===== config.mk =====
export PLATFORM = sky130hd
export DESIGN_NAME = data_handler
export DESIGN_NICKNAME = d
export VERILOG_FILES = /design/src/rtl/data_handler.sv
export SDC_FILE = /design/constraint.sdc
export NUM_CORES = 1
export LEC_CHECK = 0
export BUFFER_PORTS_ARGS = -buffer_cell sky130_fd_sc_hd__buf_2
export CORE_MARGIN = 3
export CORE_UTILIZATION = 55
export DETAILED_ROUTE_END_ITERATION = 12
export HOLD_SLACK_MARGIN = 0.15
export PLACE_DENSITY = 0.76
export RECOVER_POWER = 100
export SYNTH_ARGS = -nofsm -noshare
export SYNTH_HDL_FRONTEND = slang
export SYNTH_SLANG_ARGS = --single-unit
export TNS_END_PERCENT = 100

===== constraint.sdc =====
create_clock -name clk -period 6.75 [get_ports clk]
set_input_delay 0.675 -clock clk [delete_from_list [all_inputs] [get_ports clk]]
set_output_delay 0.675 -clock clk [all_outputs]
set_load 0.005 [all_outputs]

===== src/rtl/data_handler.sv =====
`default_nettype none
// ============================================================================
// Module   : data_handler
// Brief    : UART framing bridge (8N1) between an NBYTES-byte code word and
//            the serial link. RX assembles NBYTES bytes into one word and
//            strobes datavalid; TX serialises a word on a senddata edge.
//            Bytes travel MSB-byte first, bits LSB first.
// Revision : 1.0 - initial release
// ============================================================================
module data_handler #(
    parameter int CLKS_PER_BIT = 10417,
    parameter int NBYTES       = 10,
    parameter int RX_TIMEOUT   = 20 * CLKS_PER_BIT
) (
    input  logic                  clk,
    input  logic                  rst,
    input  logic                  RX,
    input  logic [8*NBYTES-1:0]   idata,
    input  logic                  senddata,
    output logic [8*NBYTES-1:0]   odata,
    output logic                  datavalid,
    output logic                  TX
);

    localparam int c_DW = 8 * NBYTES;
    localparam int c_CW = $clog2(CLKS_PER_BIT);
    localparam int c_JW = (NBYTES > 1) ? $clog2(NBYTES) : 1;
    localparam int c_KW = $clog2(NBYTES + 1);
    localparam int c_TW = $clog2(RX_TIMEOUT + 1);

    localparam logic [c_CW-1:0] c_BIT_LAST  = c_CW'(CLKS_PER_BIT - 1);
    localparam logic [c_CW-1:0] c_HALF_LAST = c_CW'(CLKS_PER_BIT / 2 - 1);
    localparam logic [c_JW-1:0] c_J_LAST    = c_JW'(NBYTES - 1);
    localparam logic [c_KW-1:0] c_K_FULL    = c_KW'(NBYTES);
    localparam logic [c_TW-1:0] c_TO_LAST   = c_TW'(RX_TIMEOUT - 1);

    // Shared state encoding for both serial engines
    localparam logic [1:0] c_S_IDLE  = 2'd0;
    localparam logic [1:0] c_S_START = 2'd1;
    localparam logic [1:0] c_S_DATA  = 2'd2;
    localparam logic [1:0] c_S_STOP  = 2'd3;

    // ------------------------------------------------------------------------
    // Receive path
    // ------------------------------------------------------------------------
    logic              r_rx_meta;
    logic              r_rx_sync;
    logic [1:0]        r_rx_state;
    logic [1:0]        w_rx_state_n;
    logic [c_CW-1:0]   r_rx_cnt;
    logic [c_CW-1:0]   w_rx_cnt_n;
    logic [2:0]        r_rx_bit;
    logic [2:0]        w_rx_bit_n;
    logic [7:0]        r_rx_shift;
    logic [7:0]        w_rx_shift_n;
    logic              w_rx_accept;

    logic [c_DW-1:0]   r_rx_word;
    logic [c_KW-1:0]   r_rx_k;
    logic [c_TW-1:0]   r_idle_cnt;
    logic [c_DW-1:0]   r_odata;
    logic              r_datavalid;
    logic              w_word_done;
    logic              w_partial;
    logic              w_timeout;

    // Two-flop synchroniser for the asynchronous RX pin, idling high
    always_ff @(posedge clk) begin
        if (rst) begin
            r_rx_meta <= 1'b1;
            r_rx_sync <= 1'b1;
        end else begin
            r_rx_meta <= RX;
            r_rx_sync <= r_rx_meta;
        end
    end

    // RX engine state register
    always_ff @(posedge clk) begin
        if (rst) begin
            r_rx_state <= c_S_IDLE;
            r_rx_cnt   <= '0;
            r_rx_bit   <= '0;
            r_rx_shift <= '0;
        end else begin
            r_rx_state <= w_rx_state_n;
            r_rx_cnt   <= w_rx_cnt_n;
            r_rx_bit   <= w_rx_bit_n;
            r_rx_shift <= w_rx_shift_n;
        end
    end

    // RX next state: half-bit start re-check, then mid-bit sampling
    always_comb begin
        w_rx_state_n = r_rx_state;
        w_rx_cnt_n   = r_rx_cnt;
        w_rx_bit_n   = r_rx_bit;
        w_rx_shift_n = r_rx_shift;
        w_rx_accept  = 1'b0;
        case (r_rx_state)
            c_S_IDLE: begin
                if (!r_rx_sync) begin
                    w_rx_state_n = c_S_START;
                    w_rx_cnt_n   = '0;
                end
            end
            c_S_START: begin
                if (r_rx_cnt == c_HALF_LAST) begin
                    w_rx_cnt_n   = '0;
                    w_rx_bit_n   = '0;
                    // A start bit that has gone high again was only a glitch
                    w_rx_state_n = r_rx_sync ? c_S_IDLE : c_S_DATA;
                end else begin
                    w_rx_cnt_n = r_rx_cnt + 1'b1;
                end
            end
            c_S_DATA: begin
                if (r_rx_cnt == c_BIT_LAST) begin
                    w_rx_cnt_n   = '0;
                    w_rx_shift_n = {r_rx_sync, r_rx_shift[7:1]};
                    if (r_rx_bit == 3'd7) begin
                        w_rx_state_n = c_S_STOP;
                    end else begin
                        w_rx_bit_n = r_rx_bit + 1'b1;
                    end
                end else begin
                    w_rx_cnt_n = r_rx_cnt + 1'b1;
                end
            end
            c_S_STOP: begin
                if (r_rx_cnt == c_BIT_LAST) begin
                    w_rx_cnt_n   = '0;
                    w_rx_state_n = c_S_IDLE;
                    // A low stop bit is a framing error: the byte is dropped
                    w_rx_accept  = r_rx_sync;
                end else begin
                    w_rx_cnt_n = r_rx_cnt + 1'b1;
                end
            end
            default: w_rx_state_n = c_S_IDLE;
        endcase
    end

    assign w_word_done = (r_rx_k == c_K_FULL);
    assign w_partial   = (r_rx_k != '0) && !w_word_done;
    assign w_timeout   = w_partial && (r_rx_state == c_S_IDLE) && (r_idle_cnt == c_TO_LAST);

    // Idle-line counter, only running while a word is partially assembled
    always_ff @(posedge clk) begin
        if (rst) begin
            r_idle_cnt <= '0;
        end else if (!w_partial || (r_rx_state != c_S_IDLE) || w_timeout) begin
            r_idle_cnt <= '0;
        end else begin
            r_idle_cnt <= r_idle_cnt + 1'b1;
        end
    end

    // Word assembly: publish the word one cycle after the last byte lands
    always_ff @(posedge clk) begin
        if (rst) begin
            r_rx_word   <= '0;
            r_rx_k      <= '0;
            r_odata     <= '0;
            r_datavalid <= 1'b0;
        end else if (w_word_done) begin
            r_odata     <= r_rx_word;
            r_datavalid <= 1'b1;
            r_rx_k      <= '0;
        end else begin
            r_datavalid <= 1'b0;
            if (w_rx_accept) begin
                r_rx_word <= (r_rx_word << 8) | c_DW'(r_rx_shift);
                r_rx_k    <= r_rx_k + 1'b1;
            end else if (w_timeout) begin
                r_rx_k <= '0;
            end
        end
    end

    assign odata     = r_odata;
    assign datavalid = r_datavalid;

    // ------------------------------------------------------------------------
    // Transmit path
    // ------------------------------------------------------------------------
    logic              r_send_q;
    logic              w_send_req;
    logic [1:0]        r_tx_state;
    logic [1:0]        w_tx_state_n;
    logic [c_CW-1:0]   r_tx_cnt;
    logic [c_CW-1:0]   w_tx_cnt_n;
    logic [2:0]        r_tx_bit;
    logic [2:0]        w_tx_bit_n;
    logic [c_JW-1:0]   r_tx_j;
    logic [c_JW-1:0]   w_tx_j_n;
    logic [c_DW-1:0]   r_tx_buf;
    logic [c_DW-1:0]   w_tx_buf_n;
    logic [7:0]        w_tx_cur;
    logic              w_tx_n;
    logic              r_tx;

    assign w_send_req = senddata & ~r_send_q;

    // TX engine next state; the buffer shifts up a byte after each stop bit
    always_comb begin
        w_tx_state_n = r_tx_state;
        w_tx_cnt_n   = r_tx_cnt;
        w_tx_bit_n   = r_tx_bit;
        w_tx_j_n     = r_tx_j;
        w_tx_buf_n   = r_tx_buf;
        case (r_tx_state)
            c_S_IDLE: begin
                if (w_send_req) begin
                    w_tx_state_n = c_S_START;
                    w_tx_cnt_n   = '0;
                    w_tx_bit_n   = '0;
                    w_tx_j_n     = '0;
                    w_tx_buf_n   = idata;
                end
            end
            c_S_START: begin
                if (r_tx_cnt == c_BIT_LAST) begin
                    w_tx_cnt_n   = '0;
                    w_tx_bit_n   = '0;
                    w_tx_state_n = c_S_DATA;
                end else begin
                    w_tx_cnt_n = r_tx_cnt + 1'b1;
                end
            end
            c_S_DATA: begin
                if (r_tx_cnt == c_BIT_LAST) begin
                    w_tx_cnt_n = '0;
                    if (r_tx_bit == 3'd7) begin
                        w_tx_state_n = c_S_STOP;
                    end else begin
                        w_tx_bit_n = r_tx_bit + 1'b1;
                    end
                end else begin
                    w_tx_cnt_n = r_tx_cnt + 1'b1;
                end
            end
            c_S_STOP: begin
                if (r_tx_cnt == c_BIT_LAST) begin
                    w_tx_cnt_n = '0;
                    if (r_tx_j == c_J_LAST) begin
                        w_tx_state_n = c_S_IDLE;
                    end else begin
                        w_tx_state_n = c_S_START;
                        w_tx_j_n     = r_tx_j + 1'b1;
                        w_tx_buf_n   = r_tx_buf << 8;
                    end
                end else begin
                    w_tx_cnt_n = r_tx_cnt + 1'b1;
                end
            end
            default: w_tx_state_n = c_S_IDLE;
        endcase

        // Line level for the upcoming cycle, registered to keep TX glitch-free
        w_tx_cur = w_tx_buf_n[c_DW-1 -: 8];
        case (w_tx_state_n)
            c_S_START: w_tx_n = 1'b0;
            c_S_DATA:  w_tx_n = w_tx_cur[w_tx_bit_n];
            default:   w_tx_n = 1'b1;
        endcase
    end

    // TX engine state register, request edge detector and line driver
    always_ff @(posedge clk) begin
        if (rst) begin
            r_send_q   <= 1'b0;
            r_tx_state <= c_S_IDLE;
            r_tx_cnt   <= '0;
            r_tx_bit   <= '0;
            r_tx_j     <= '0;
            r_tx_buf   <= '0;
            r_tx       <= 1'b1;
        end else begin
            r_send_q   <= senddata;
            r_tx_state <= w_tx_state_n;
            r_tx_cnt   <= w_tx_cnt_n;
            r_tx_bit   <= w_tx_bit_n;
            r_tx_j     <= w_tx_j_n;
            r_tx_buf   <= w_tx_buf_n;
            r_tx       <= w_tx_n;
        end
    end

    assign TX = r_tx;

endmodule
`default_nettype wire


== Word level (Yosys, flattened, before mapping) ==
Index checks and enable logic that the tools add are counted.
Storage, ports and cells
  word-level logic and storage cells: 125
  flip-flop bits (word level): 317
  output and inout port bits: 82
  input bits: 84
Cells by class
  $lt $le $gt $ge: 1
  bitwise operators: 4
  reductions and logical operators: 23
  eq/ne operators: 25
  multiplexer cells: 46
  $add $sub $neg: 7
Operators with widths (number)
  80-bit 2-to-1 mux: 3
  80-bit case mux with 2 select lines: 1
  80-bit by 8-bit bitwise OR with 80-bit output: 1
  14-bit 2-to-1 mux: 5
  14-bit case mux with 3 select lines: 1
  14-bit by 1-bit adder with 14-bit output (second input constant): 2
  14-bit equality test (second input constant): 2
  14-bit case mux with 2 select lines: 1
  2-bit 2-to-1 mux: 11
  3-bit 2-to-1 mux: 7
  4-bit 2-to-1 mux: 5
  18-bit by 1-bit adder with 18-bit output (second input constant): 1
  18-bit equality test (second input constant): 1
  2-bit != test (second input constant): 9
  2-bit case mux with 4 select lines: 2
  14-bit by 13-bit equality test with 1-bit output (second input constant): 1
  2-bit equality test (second input constant): 5
  3-bit case mux with 3 select lines: 1
  4-bit by 1-bit adder with 4-bit output (second input constant): 2
  4-bit equality test (second input constant): 2
  4-bit case mux with 2 select lines: 1
  4-bit AND reduction: 2
  2-bit nonzero test: 4
  3-bit by 1-bit adder with 3-bit output (second input constant): 2
  18 further kinds: 34

== Longest topological paths before layout ==
  depth after elaboration: 7
  depth in mapped cells: 12
  depth with buffers taken out: 9

== Least setup slack after synthesis ==
No wires, ideal clock.
  path kind: register -> register
  start: register r_tx_cnt[2]
  end: register r_tx (netlist: TX)
  cell stages (with the launch flop): 8
  arrival time: 2651 ps
  required time: 6613 ps
  setup time: 137 ps
  slack: 3962 ps
  period minus slack after synthesis: 2788 ps
  path through: dfxtp_1 -> or4_4 -> or4_4 -> a2111o_1 -> a32oi_4 -> mux2i_1 -> a2111oi_2 -> a41oi_1
On the way
  longest elaborated chain between the ends: 6
Ends and longest elaborated chain
  start: declaration: line 191  | logic [c_CW-1:0] r_tx_cnt;
  start signal: assignment: line 282  | r_tx_cnt <= w_tx_cnt_n;
  14-bit equality test *: line 223, 232, 244
  3-bit 2-to-1 mux, or another cell as far along: line 232  | if (r_tx_cnt == c_BIT_LAST) begin
  3-bit case mux with 3 select lines or 80-bit case mux with 2 select lines (tied branches): line 212  | case (r_tx_state)
  1-bit binary-select mux with 3-bit select: line 264  | c_S_DATA: w_tx_n = w_tx_cur[w_tx_bit_n];
  1-bit 2-to-1 mux (not written as such): line 264
  1-bit case mux with 2 select lines *: line 262  | case (w_tx_state_n)
  end signal: assignment: line 286  | r_tx <= w_tx_n;
  end: declaration: line 201  | logic r_tx;
Every way passes the cells marked *; elsewhere a longest branch is shown, timed or not. The select of a mux whose other input is x is not followed.
A chain may end at the register's enable or synchronous reset.

== Final worst setup path ==
  start: input port rst
  end: register r_tx_buf[18]
RTL lines
  start: declaration: line 16  | input logic rst,
  end signal: assignment: line 285  | r_tx_buf <= w_tx_buf_n;
  end: declaration: line 197  | logic [c_DW-1:0] r_tx_buf;
No word-level cell between the ends.

==> reports/summary.txt <==
======================================================================================
Syn Std Cell Area                                                         0.0127 sq mm
Largest net degree at the start of global routing                                  137
Maximum cell stage delay along the critical path                               3010 ps
Post-DP HPWL                                                                   18.6 mm
Length of routed met3 wiring                                                   1.68 mm
Fraction of power spent switching nets                                           0.305
DRC violation total after the first TritonRoute iteration                          950
Clock-pin slew on the worst setup and hold paths                                 60 ps
Combined global-route utilization of all metal layers                            0.231
Number of placement rows                                                            55
Failing checks                                                            capacitance limit, slew limit
Number of flops mapped to enable cells by yosys                                      0
Crit-path cells                                                           clkbuf_1, buf_4, nor2_1
Max Cap Violations                                                                   1
Clock H-tree levels                                                                  2
Post-synth ARST share                                                                0
Overall die height                                                              158 um
Final setup margin                                                             1960 ps
Logic pwr share                                                                  0.185
Count of pins on the block boundary                                                166
Die area                                                                  0.0250 sq mm
Fraction of power consumed by the clock network                                  0.385
Placed Cells incl. Taps                                                          1,935
Initial antenna violation count                                                      1
Count of placed standard cells in the final layout, fillers left out             1,998
Register share of total power                                                    0.430
Synth Net Count                                                                  1,688
Routed wire length                                                             30.1 mm
Worst slack after detailed placement                                           3180 ps
Number of buffers inserted by post-CTS setup repair                                  0
Count of endpoints failing hold in the final timing report                           0
Clock tree root buffer cell                                                  clkbuf_16
Top fanout value on the critical path                                              104
Vias in the first global route                                                  10,000
Data required time of the critical path                                        7090 ps
WL met1                                                                        13.9 mm
Sequential fraction of the synthesis area                                        0.498
Via total after detailed routing                                                11,300
Detailed-router iteration count before antenna repair                                6
Routed met2 length                                                             13.9 mm
Layout Nets                                                                      1,788
Net switching component of the power                                         0.00141 W
Count of unresolved DRC violations after routing                                     0
Input/output buffers                                                               165
Hold Worst Slack                                                                354 ps
Final-report max-slew violation count                                              102
Mean Syn Cell Area                                                          8.03 sq um
Netlist cell types                                                                  57
Cell type of the slowest stage on the worst timing path                       clkbuf_1
Total congestion overflow after global routing                                       0
Effective utilization at floorplan                                               0.561
Max Fclk                                                                       209 MHz
Hold_buf cts                                                                         0
Worst setup SP type                                                          input pin
Number of instances resized during post-cts repair                                   0
Run status                                                                finished with violations
Areal power density over the cells                                         316 mW/mm^2
Number of buffers added by the clock tree synthesis step                            34
Core Area                                                                 0.0227 sq mm
Max-slew headroom                                                                -1.92
Yosys warning total                                                                  0
Weighted congestion reported at the end of routability-driven placement          0.814
Static Leakage                                                                 5.07 nW
Highest metal layer with signal wires                                             met4
Clock period minus final worst setup slack                                     4790 ps
Routed Antenna Nets                                                                  0
Setup Total Neg Slack                                                             0 ps
Kind of capture point of the worst setup path                                 register
Final Setup Violations                                                               0
Worst-case clock buffer depth                                                        3
Slew at the pin closest to its max-slew limit                                  4370 ps
Fraction of synthesized cell area taken by the top area cell type                0.498
Via density per instance                                                          5.64
Wire length of the first global-routing pass                                   48.5 mm
Clock latency on the worst-skew pair                                            510 ps
TritonCTS clock tree                                                               yes
Worst Path Class, Setup                                                   input pin to register
Unrepaired setup endpoints after global routing                                     no
Average detailed-routed wire length per instance                               15.1 um
Cell-internal power                                                          0.00322 W
Die X-Extent                                                                    158 um
Number of synthesized register bits                                                317
Layout overhead on the synthesized area                                          14.8%
Synthesized netlist cell count                                                   1,586
Sink Count                                                                         317
Max rail drop VDD                                                               298 uV
Cell taking the most area after synthesis                                      dfxtp_1
Top area cells in the synthesized netlist                                 dfxtp_1 (50%), nand2_1 (11%), a21oi_1 (10%), nor2_1 (4.4%), a22oi_1 (3.9%)
Worst clock skew                                                               10.7 ps
Data arrival time of the critical path                                         5130 ps
Most used flip-flop cell after synthesis                                       dfxtp_1
Period utilisation layout                                                        0.710
Path class of the lowest-slack min-delay path                             input pin to register
Share of final-layout standard cells stronger than drive strength 1              0.108
======================================================================================
## layer usage
metal	GRT usage	vias to the layer above
li1	-	5624
met1	0.329	5301
met2	0.364	282
met3	0.0385	54
met4	0.0688	0
met5	0	-
## kinds of logic after synthesis
kind of cell,share of synthesized area
compound gates,0.175
fa+ha+maj,0.0177
mux,0.0134
simple gates,0.238
buf+inv,0.0383
flops,0.498
xor+xnor,0.0193
## registers in the layout, indices dropped and copies added, names as in the netlist, 4 cells and up, named ones only
register and count:
r_tx_cnt 14, r_rx_k 4, r_tx_buf 80, r_rx_shift 8, r_rx_word 80, r_tx_j 4, r_rx_cnt 14, r_idle_cnt 18
odata 80
## worst max-delay path: cells and delay by family
kind / cells / cell delay (ps)
simple gates: 1 / 130
buf+inv: 2 / 4170
## cells in the mapped netlist, types with 3 or more instances
library cell	number
nor3_1	71
nand2_1	361
nand3b_1	3
dfxtp_1	317
clkbuf_1	101
o21ai_0	19
or2_2	4
nor2_1	149
a31oi_1	6
nor3b_1	8
o211ai_1	3
ha_1	18
a221oi_1	6
a22o_1	4
a21oi_1	255
inv_1	14
a22oi_1	66
nor2b_1	12
mux2i_1	17
nand4b_1	3
and2_1	7
nand2b_1	4
a211oi_1	3
buf_1	3
nand3_1	31
nor4_1	4
xnor2_1	6
nand4_1	7
or3_1	7
and3_1	13
buf_2	9
xor2_1	22
## cell usage in the layout, fill, tap and decap left out, types with 4 or more instances in the layout
cell and n:
clkbuf_16 34, clkbuf_8 9, a21oi_1 255, ha_1 17, nor3_1 71, xor2_1 22
mux2i_1 17, nand2b_1 4, nor4_1 4, nand3_1 31, or2_2 4, buf_2 98
inv_1 14, or3_1 7, nor3b_1 8, clkbuf_1 72, and2_1 7, nand4_1 7
and3_1 13, a22oi_1 66, a221oi_1 6, dfxtp_1 317, nor2_1 147, nor2b_1 12
clkinv_2 7, a31oi_1 6, nand2_1 360, buf_4 12, a22o_1 4, o21ai_0 19
xnor2_1 6
## layout make-up
type	count	area, sq um
Clock buffer	49	997
Sequential cell	317	6350
Fill cell	1946	8090
Antenna cell	1	2.50
Inverter	14	52.6
Tap cell	285	357
Multi-Input combinational cell	1142	5940
Timing Repair Buffer	177	832
Clock inverter	13	93.8
## final timing paths
| check | startpoint | endpoint | slack, ps | depth (start not counted) |
|---|---|---|---|---|
| worst min register to register | r_rx_meta$_SDFF_PP1_ | r_rx_sync$_SDFF_PP1_ | 420 | 1 |
| worst max-delay path | rst | r_tx_buf[18]$_SDFFE_PP0P_ | 1960 | 3 |
| worst max register to register | r_tx_state[0]$_SDFF_PP0_ | TX$_SDFF_PP1_ | 3030 | 9 |
| worst min-delay path | RX | r_rx_meta$_SDFF_PP1_ | 350 | 2 |
## per-stage QoR
step	utilization	total power, W	cell area [sq um]
2_1_floorplan	-	0.00271	12700
3_3_place_gp	0.600	0.00286	13600
3_5_place_dp	0.600	0.00288	13600
4_1_cts	0.648	0.00465	14700
5_1_grt	0.644	0.00485	14600
6_report	0.644	0.00463	14600
## power by group through the flow
stage	Combinational [W]	Clock, W	Sequential [W]
final	0.000855	0.00178	0.00199
after global routing	0.000963	0.00189	0.00200
after CTS	0.000849	0.00181	0.00199
after detailed placement	0.000846	0	0.00203
after global placement	0.000834	0	0.00203
after floorplan	0.000688	0	0.00202
(Power assumes the default switching activity.)
